## src/rtl/riscv_pkg.sv

```systemverilog
`default_nettype none
// +--------------------------------------------------------------------------+
// | riscv_pkg : shared pipeline-control types and constants                  |
// | Rev 1.0                                                                  |
// +--------------------------------------------------------------------------+
package riscv_pkg;

    localparam int REG_ADDR_W     = 5;
    localparam int DIV_CYCLES_DEF = 32;

    typedef enum logic [0:0] {
        RUN      = 1'b0,
        DIV_WAIT = 1'b1
    } ctrl_state_t;

endpackage
`default_nettype wire

```

## src/rtl/pipeline_ctrl_if.sv

```systemverilog
`default_nettype none
// +--------------------------------------------------------------------------+
// | pipeline_ctrl_if : hazard inputs and stage controls of the 5-stage core  |
// | Rev 1.0                                                                  |
// +--------------------------------------------------------------------------+
interface pipeline_ctrl_if;
    import riscv_pkg::*;

    logic [REG_ADDR_W-1:0] id_rs1;
    logic [REG_ADDR_W-1:0] id_rs2;
    logic                  id_uses_rs1;
    logic                  id_uses_rs2;
    logic [REG_ADDR_W-1:0] ex_rd;
    logic                  ex_mem_read;
    logic                  ex_is_div;
    logic                  ex_branch_taken;
    logic                  mem_req;
    logic                  dmem_ready;

    logic                  pc_en;
    logic                  if_id_en;
    logic                  id_ex_en;
    logic                  ex_mem_en;
    logic                  mem_wb_en;
    logic                  if_id_flush;
    logic                  id_ex_flush;
    logic                  ex_mem_flush;
    logic                  mem_wb_flush;
    logic                  div_start;
    logic                  div_done;
    logic [31:0]           stall_cycles;

    // Pipeline datapath side: reports hazards, consumes controls
    modport master (
        output id_rs1, id_rs2, id_uses_rs1, id_uses_rs2, ex_rd, ex_mem_read,
               ex_is_div, ex_branch_taken, mem_req, dmem_ready,
        input  pc_en, if_id_en, id_ex_en, ex_mem_en, mem_wb_en,
               if_id_flush, id_ex_flush, ex_mem_flush, mem_wb_flush,
               div_start, div_done, stall_cycles
    );

    modport slave (
        input  id_rs1, id_rs2, id_uses_rs1, id_uses_rs2, ex_rd, ex_mem_read,
               ex_is_div, ex_branch_taken, mem_req, dmem_ready,
        output pc_en, if_id_en, id_ex_en, ex_mem_en, mem_wb_en,
               if_id_flush, id_ex_flush, ex_mem_flush, mem_wb_flush,
               div_start, div_done, stall_cycles
    );

endinterface
`default_nettype wire

```

## src/rtl/pipeline_ctrl_hazard_detect.sv

```systemverilog
`default_nettype none
// +--------------------------------------------------------------------------+
// | hazard_detect : load-use comparator between ID sources and EX load dest  |
// | Rev 1.0                                                                  |
// +--------------------------------------------------------------------------+
module hazard_detect
    import riscv_pkg::*;
(
    input  logic [REG_ADDR_W-1:0] id_rs1,
    input  logic [REG_ADDR_W-1:0] id_rs2,
    input  logic                  id_uses_rs1,
    input  logic                  id_uses_rs2,
    input  logic [REG_ADDR_W-1:0] ex_rd,
    input  logic                  ex_mem_read,
    output logic                  load_use
);

    logic rs1_hit;
    logic rs2_hit;

    assign rs1_hit  = id_uses_rs1 && (id_rs1 == ex_rd);
    assign rs2_hit  = id_uses_rs2 && (id_rs2 == ex_rd);
    // x0 is hardwired zero, so a load to it never creates a dependency
    assign load_use = ex_mem_read && (ex_rd != '0) && (rs1_hit || rs2_hit);

endmodule
`default_nettype wire

```

## src/rtl/pipeline_ctrl.sv

```systemverilog
`default_nettype none
// +--------------------------------------------------------------------------+
// | pipeline_ctrl : stall/flush sequencer with divider timing and stall count|
// | Rev 1.0                                                                  |
// +--------------------------------------------------------------------------+
module pipeline_ctrl
    import riscv_pkg::*;
#(
    parameter int DIV_CYCLES = DIV_CYCLES_DEF
) (
    input  logic             clk,
    input  logic             rst_n,
    pipeline_ctrl_if.slave   bus
);

    localparam int               CNT_W    = $clog2(DIV_CYCLES + 1);
    localparam logic [CNT_W-1:0] CNT_LOAD = CNT_W'(DIV_CYCLES - 1);

    ctrl_state_t      state_q, state_d;
    logic [CNT_W-1:0] cnt_q, cnt_d;
    logic [31:0]      stall_q, stall_d;

    logic load_use;
    logic mst;
    logic pc_en, if_id_en, id_ex_en, ex_mem_en, mem_wb_en;
    logic if_id_flush, id_ex_flush, ex_mem_flush, mem_wb_flush;
    logic div_start, div_done;

    hazard_detect u_hazard_detect (
        .id_rs1      (bus.id_rs1),
        .id_rs2      (bus.id_rs2),
        .id_uses_rs1 (bus.id_uses_rs1),
        .id_uses_rs2 (bus.id_uses_rs2),
        .ex_rd       (bus.ex_rd),
        .ex_mem_read (bus.ex_mem_read),
        .load_use    (load_use)
    );

    assign mst = bus.mem_req && !bus.dmem_ready;

    always_comb begin
        state_d      = state_q;
        cnt_d        = cnt_q;
        pc_en        = 1'b1;
        if_id_en     = 1'b1;
        id_ex_en     = 1'b1;
        ex_mem_en    = 1'b1;
        mem_wb_en    = 1'b1;
        if_id_flush  = 1'b0;
        id_ex_flush  = 1'b0;
        ex_mem_flush = 1'b0;
        mem_wb_flush = 1'b0;
        div_start    = 1'b0;
        div_done     = 1'b0;

        if (mst) begin
            pc_en        = 1'b0;
            if_id_en     = 1'b0;
            id_ex_en     = 1'b0;
            ex_mem_en    = 1'b0;
            mem_wb_flush = 1'b1;
        end

        case (state_q)
            RUN: begin
                if (!mst) begin
                    if (bus.ex_is_div) begin
                        div_start    = 1'b1;
                        state_d      = DIV_WAIT;
                        cnt_d        = CNT_LOAD;
                        pc_en        = 1'b0;
                        if_id_en     = 1'b0;
                        id_ex_en     = 1'b0;
                        ex_mem_flush = 1'b1;
                    end else if (bus.ex_branch_taken) begin
                        if_id_flush = 1'b1;
                        id_ex_flush = 1'b1;
                    end else if (load_use) begin
                        pc_en       = 1'b0;
                        if_id_en    = 1'b0;
                        id_ex_flush = 1'b1;
                    end
                end
            end
            DIV_WAIT: begin
                if (cnt_q != '0) begin
                    // The divider keeps running underneath a memory stall
                    cnt_d = cnt_q - 1'b1;
                    if (!mst) begin
                        pc_en        = 1'b0;
                        if_id_en     = 1'b0;
                        id_ex_en     = 1'b0;
                        ex_mem_flush = 1'b1;
                    end
                end else begin
                    div_done = 1'b1;
                    if (!mst) begin
                        state_d = RUN;
                    end
                end
            end
            default: begin
                state_d = RUN;
                cnt_d   = '0;
            end
        endcase

        stall_d = pc_en ? stall_q : stall_q + 32'd1;
    end

    always_ff @(posedge clk or negedge rst_n) begin
        if (!rst_n) begin
            state_q <= RUN;
            cnt_q   <= '0;
            stall_q <= '0;
        end else begin
            state_q <= state_d;
            cnt_q   <= cnt_d;
            stall_q <= stall_d;
        end
    end

    // A flush forces its register to load; reset silences every control
    assign bus.pc_en        = rst_n & pc_en;
    assign bus.if_id_en     = rst_n & (if_id_en  | if_id_flush);
    assign bus.id_ex_en     = rst_n & (id_ex_en  | id_ex_flush);
    assign bus.ex_mem_en    = rst_n & (ex_mem_en | ex_mem_flush);
    assign bus.mem_wb_en    = rst_n & (mem_wb_en | mem_wb_flush);
    assign bus.if_id_flush  = rst_n & if_id_flush;
    assign bus.id_ex_flush  = rst_n & id_ex_flush;
    assign bus.ex_mem_flush = rst_n & ex_mem_flush;
    assign bus.mem_wb_flush = rst_n & mem_wb_flush;
    assign bus.div_start    = rst_n & div_start;
    assign bus.div_done     = rst_n & div_done;
    assign bus.stall_cycles = stall_q;

endmodule
`default_nettype wire

```

## src/flat_wrapper.sv

```systemverilog
// flat-port wrapper written by rule: the top's interface ports become plain ports
module pipeline_ctrl_flat import riscv_pkg::*;
#(
    parameter int DIV_CYCLES = DIV_CYCLES_DEF
)
  (clk, rst_n, bus_id_rs1, bus_id_rs2, bus_id_uses_rs1, bus_id_uses_rs2, bus_ex_rd, bus_ex_mem_read, bus_ex_is_div, bus_ex_branch_taken, bus_mem_req, bus_dmem_ready, bus_pc_en, bus_if_id_en, bus_id_ex_en, bus_ex_mem_en, bus_mem_wb_en, bus_if_id_flush, bus_id_ex_flush, bus_ex_mem_flush, bus_mem_wb_flush, bus_div_start, bus_div_done, bus_stall_cycles);
  pipeline_ctrl_if bus_i ();
  input  logic clk;
  input  logic rst_n;
  input wire logic [$bits(bus_i.id_rs1)-1:0] bus_id_rs1;
  input wire logic [$bits(bus_i.id_rs2)-1:0] bus_id_rs2;
  input wire logic [$bits(bus_i.id_uses_rs1)-1:0] bus_id_uses_rs1;
  input wire logic [$bits(bus_i.id_uses_rs2)-1:0] bus_id_uses_rs2;
  input wire logic [$bits(bus_i.ex_rd)-1:0] bus_ex_rd;
  input wire logic [$bits(bus_i.ex_mem_read)-1:0] bus_ex_mem_read;
  input wire logic [$bits(bus_i.ex_is_div)-1:0] bus_ex_is_div;
  input wire logic [$bits(bus_i.ex_branch_taken)-1:0] bus_ex_branch_taken;
  input wire logic [$bits(bus_i.mem_req)-1:0] bus_mem_req;
  input wire logic [$bits(bus_i.dmem_ready)-1:0] bus_dmem_ready;
  output wire logic [$bits(bus_i.pc_en)-1:0] bus_pc_en;
  output wire logic [$bits(bus_i.if_id_en)-1:0] bus_if_id_en;
  output wire logic [$bits(bus_i.id_ex_en)-1:0] bus_id_ex_en;
  output wire logic [$bits(bus_i.ex_mem_en)-1:0] bus_ex_mem_en;
  output wire logic [$bits(bus_i.mem_wb_en)-1:0] bus_mem_wb_en;
  output wire logic [$bits(bus_i.if_id_flush)-1:0] bus_if_id_flush;
  output wire logic [$bits(bus_i.id_ex_flush)-1:0] bus_id_ex_flush;
  output wire logic [$bits(bus_i.ex_mem_flush)-1:0] bus_ex_mem_flush;
  output wire logic [$bits(bus_i.mem_wb_flush)-1:0] bus_mem_wb_flush;
  output wire logic [$bits(bus_i.div_start)-1:0] bus_div_start;
  output wire logic [$bits(bus_i.div_done)-1:0] bus_div_done;
  output wire logic [$bits(bus_i.stall_cycles)-1:0] bus_stall_cycles;
  assign bus_i.id_rs1 = bus_id_rs1;
  assign bus_i.id_rs2 = bus_id_rs2;
  assign bus_i.id_uses_rs1 = bus_id_uses_rs1;
  assign bus_i.id_uses_rs2 = bus_id_uses_rs2;
  assign bus_i.ex_rd = bus_ex_rd;
  assign bus_i.ex_mem_read = bus_ex_mem_read;
  assign bus_i.ex_is_div = bus_ex_is_div;
  assign bus_i.ex_branch_taken = bus_ex_branch_taken;
  assign bus_i.mem_req = bus_mem_req;
  assign bus_i.dmem_ready = bus_dmem_ready;
  assign bus_pc_en = bus_i.pc_en;
  assign bus_if_id_en = bus_i.if_id_en;
  assign bus_id_ex_en = bus_i.id_ex_en;
  assign bus_ex_mem_en = bus_i.ex_mem_en;
  assign bus_mem_wb_en = bus_i.mem_wb_en;
  assign bus_if_id_flush = bus_i.if_id_flush;
  assign bus_id_ex_flush = bus_i.id_ex_flush;
  assign bus_ex_mem_flush = bus_i.ex_mem_flush;
  assign bus_mem_wb_flush = bus_i.mem_wb_flush;
  assign bus_div_start = bus_i.div_start;
  assign bus_div_done = bus_i.div_done;
  assign bus_stall_cycles = bus_i.stall_cycles;
  pipeline_ctrl #(.DIV_CYCLES(DIV_CYCLES)) u_core (.clk(clk), .rst_n(rst_n), .bus(bus_i));
endmodule
```

## config.mk

```make
export PLATFORM = sky130hd
export DESIGN_NAME = pipeline_ctrl_flat
export DESIGN_NICKNAME = d
export VERILOG_FILES = /design/src/rtl/riscv_pkg.sv /design/src/rtl/pipeline_ctrl_if.sv /design/src/rtl/pipeline_ctrl_hazard_detect.sv /design/src/rtl/pipeline_ctrl.sv /design/src/flat_wrapper.sv
export SDC_FILE = /design/constraint.sdc
export NUM_CORES = 1
export LEC_CHECK = 0
export ABC_AREA = 0
export CELL_PAD_IN_SITES_DETAIL_PLACEMENT = 0
export CELL_PAD_IN_SITES_GLOBAL_PLACEMENT = 1
export CORE_MARGIN = 1
export CORE_UTILIZATION = 35
export CTS_CLUSTER_SIZE = 25
export DETAILED_ROUTE_END_ITERATION = 8
export GPL_ROUTABILITY_DRIVEN = 0
export PLACE_DENSITY = 0.89
export SYNTH_ARGS = -nofsm -noshare
export SYNTH_HDL_FRONTEND = slang
export SYNTH_SLANG_ARGS = --single-unit
```

## constraint.sdc

```tcl
create_clock -name clk -period 2.7 [get_ports clk]
set_clock_uncertainty 0.15 [all_clocks]
set_input_delay 0.54 -clock clk [delete_from_list [all_inputs] [get_ports clk]]
set_output_delay 0.54 -clock clk [all_outputs]
set_load 0.005 [all_outputs]
```

==> metrics.md <==
| Metric | Value |
|---|---|
| Critical Path RT | `2.01 ns` |
| Initial antenna violation count | `0` |
| Total clock sinks | `39` |
| Max Cap Viol | `0` |
| Grt total ovfl | `0` |
| Vias in the first global route | `1891` |
| Worst Path Buf+Inv | `3` |
| Drt first pass iters | `4` |
| Setup CP Type | `flop to primary output` |
| Fin nets | `332` |
| Clock Latency Late Sink | `0.29 ns` |
| Sequential area share after synthesis | `a little under half` |
| Power Total | `about 2.1 mW` |
| Synth top area share | `between 40% and 50%` |
| Reg2reg start | `u_core.cnt_q[1]` |
| Total number of vias | `approximately 1900` |
| PwrDens | `roughly 650 nW/um^2` |
| Die height | `~80 um` |
| Worst path depth | `8` |
| Worst slew pin tran | `approximately 0.49 ns` |
| LEAKAGE | `between 1 and 1.5 nW` |
| Final period utilization | `100%` |
| Syn_nets | `236` |
| Max-slew violation count | `0` |
| Slowest stage delay, CP | `0.49 ns` |
| EDFF count, synth | `0` |
| Rel. slew slack | `between 60% and 70%` |
| Post-DP HPWL | `~3600 um` |
| HP Class | `primary input to async pin` |
| N_diodes | `0` |
| Design Area, Final | `around 3200 sq um` |
| Ratio of cells with drive above 1 in the final layout | `approximately a fifth` |
| Top area cells in the synthesized netlist | `dfrtp_1 (46%), xnor2_1 (12%), xor2_1 (5.7%)` |
| Cell family with the largest share of critical-path delay | `simple AND/OR/NAND/NOR gates` |
| DRC violation count after routing | `0` |
| TritonCTS buffer count | `5` |
| Clock Tree Buf Depth | `2` |
| Core area | `around 5900 sq um` |
| Cell count after synthesis | `210` |
| Ys flop type | `dfrtp_1` |
| CTS H-tree depth | `2` |
| Reg2Reg Depth | `11` |
| Global-route wire length before repair | `around 8400 um` |
| Largest net degree at the start of global routing | `40` |
| Final Hold Viols | `0` |
| Peak VDD IR | `~0.34 mV` |
| Die ar. | `between 6000 and 7000 sq um` |
| Synth-to-layout area growth | `51.5%` |
| Drt via density | `slightly above 5` |
| Synthesized cell area | `about 2100 sq um` |
| Worst-path clk slew | `~0.080 ns` |
| Async S/R FF share, synth | `100%` |
| Initial Util | `a little over a third` |
| Die W | `approximately 80 um` |
| CP Launch Point | `u_core.cnt_q[1]` |
| Critical-path top delay cell | `or4b_4` |
| Wirelength per Cell | `~13 um` |
| Drt initial violations | `61` |
| Post-Route WL | `4990 um` |
| Setup WS post-layout | `-0.00679 ns` |
| RSZ-0062 raised after global routing | `yes` |
| Mean post-synth cell area | `roughly 10 sq um` |
| CP arrival | `a little over 2 ns` |
| Total GRT Usage | `approximately 17%` |
| # setup viols final | `2` |
| YS warnings | `0` |
| ANT nets after route | `0` |
| CTS root buffer | `clkbuf_8` |
| Pre-CTS setup slack | `-0.551 ns` |
| Worst Setup End Kind | `primary output` |
| Cells along the critical path | `inv_1 > ha_2 > or4b_4 > nor3_4 > buf_4 > a21oi_2 > a21boi_2 > buf_2` |
| Synth area leader | `dfrtp_1` |
| Crit Path Max Fanout | `2` |
| Port Buffers | `66` |
| DP Area | `roughly 3000 sq um` |
| Post-synthesis cell type count | `36` |
| Flops & latches, synth | `39` |
| Reg2Reg Setup Slack | `0.33 ns` |
| I/O pin count | `67` |
| Crit path launch type | `flop` |
| CTS tree | `built` |
| TNS Setup | `-0.0101 ns` |
| Failing checks | `setup timing` |
| Fillers | `549` |
| Rows | `28` |
| Status | `complete, but fails checks` |
| Fmax achieved | `369 MHz` |
| Fin crit period | `about 2.7 ns` |
per-stage QoR:
step / hold slack [ns] / std cells / utilization [%]
floorplan: 0.0944 / 210 / -
global placement: 0.309 / 371 / 51.5
detailed placement: 0.314 / 371 / 51.5
CTS: 0.239 / 381 / 54.1
global route: 0.276 / 382 / 54.7
finish: 0.217 / 382 / 54.7
power breakdown:
| group | switching [mW] | total [mW] | internal, mW | leakage, nW |
|---|---|---|---|---|
| clock network | 0.211 | 0.581 | 0.370 | 0.0654 |
| logic | 0.268 | 0.674 | 0.406 | 0.864 |
| registers | 0.137 | 0.838 | 0.700 | 0.479 |
| total | 0.617 | 2.09 | 1.48 | 1.41 |
layout make-up:
class | instances | area (sq um) | area share (%)
inverters | 6 | 22.5 | 0.696
clock buffers | 6 | 72.6 | 2.24
repair buffers | 95 | 872 | 26.9
well taps | 75 | 93.8 | 2.90
clock inverters | 2 | 60.1 | 1.86
flip-flops and latches | 39 | 976 | 30.2
multi-input cells | 159 | 1140 | 35.2
cells by family (layout without fill, tap and decap cells):
| family | Yosys count | count (layout) | share of synthesized area [%] |
|---|---|---|---|
| compound gates | 16 | 16 | 5.68 |
| xor+xnor | 44 | 44 | 18.0 |
| fa+ha+maj | 2 | 2 | 1.17 |
| buf+inv | 12 | 109 | 3.75 |
| flops | 39 | 39 | 45.7 |
| simple gates | 97 | 97 | 25.7 |
registers in the layout (all words and copies together) (netlist names):
register,count
u_core.bus.stall_cycles,32
u_core.cnt_q,6
u_core.state_q,1
what timing repair did:
item / 4_1_cts / 5_1_grt
gates cloned: 0 / 0
setup endpoints to repair: 7 / 8
endpoints found under the hold margin: 0 / 0
hold buffers: 0 / 0
setup buffers: 2 / 1
pin swaps: 6 / 10
gates resized for setup: 32 / 18
routing by layer:
layer / GRT usage [%] / wire (um) / up-vias
met4: 6.43 / 76 / 0
met3: 4.20 / 311 / 7
met2: 28.7 / 2430 / 68
met1: 20.8 / 2180 / 926
met5: 0 / 0 / -
li1: - / - / 933
placed cells by master, fill, tap and decap left out, types with 3 or more instances in the layout:
cell type / count
clkbuf_2: 4
buf_4: 25
buf_2: 4
nand2_1: 20
nor4_1: 8
nor2_1: 13
nand3_1: 11
dlygate4sd2_1: 3
nand4_1: 16
and3_1: 9
clkbuf_8: 5
clkdlybuf4s50_1: 52
xor2_1: 14
nor3_1: 3
dfrtp_1: 39
xnor2_1: 30
inv_1: 6
synthesized netlist by cell type, types with 2 or more instances:
library cell,n
ha_1,2
or4_1,2
nand3_1,12
nand4_1,16
buf_6,2
nor2_1,15
xnor2_1,30
inv_1,6
nor3_1,3
nor3_4,2
xor2_1,14
buf_4,2
nor4_1,8
o21ai_0,2
and3_1,9
and4_1,2
a21boi_0,2
and3_2,2
a21oi_1,4
nand2_1,20
and2_1,2
dfrtp_1,39
final timing paths:
kind | end
max | bus_pc_en
min | u_core.cnt_q[3]
max reg2reg | u_core.bus.stall_cycles[18]
min reg2reg | u_core.bus.stall_cycles[31]
max in group asynchronous | u_core.bus.stall_cycles[13]
min in group clk | u_core.bus.stall_cycles[31]
(Power assumes the default switching activity.)
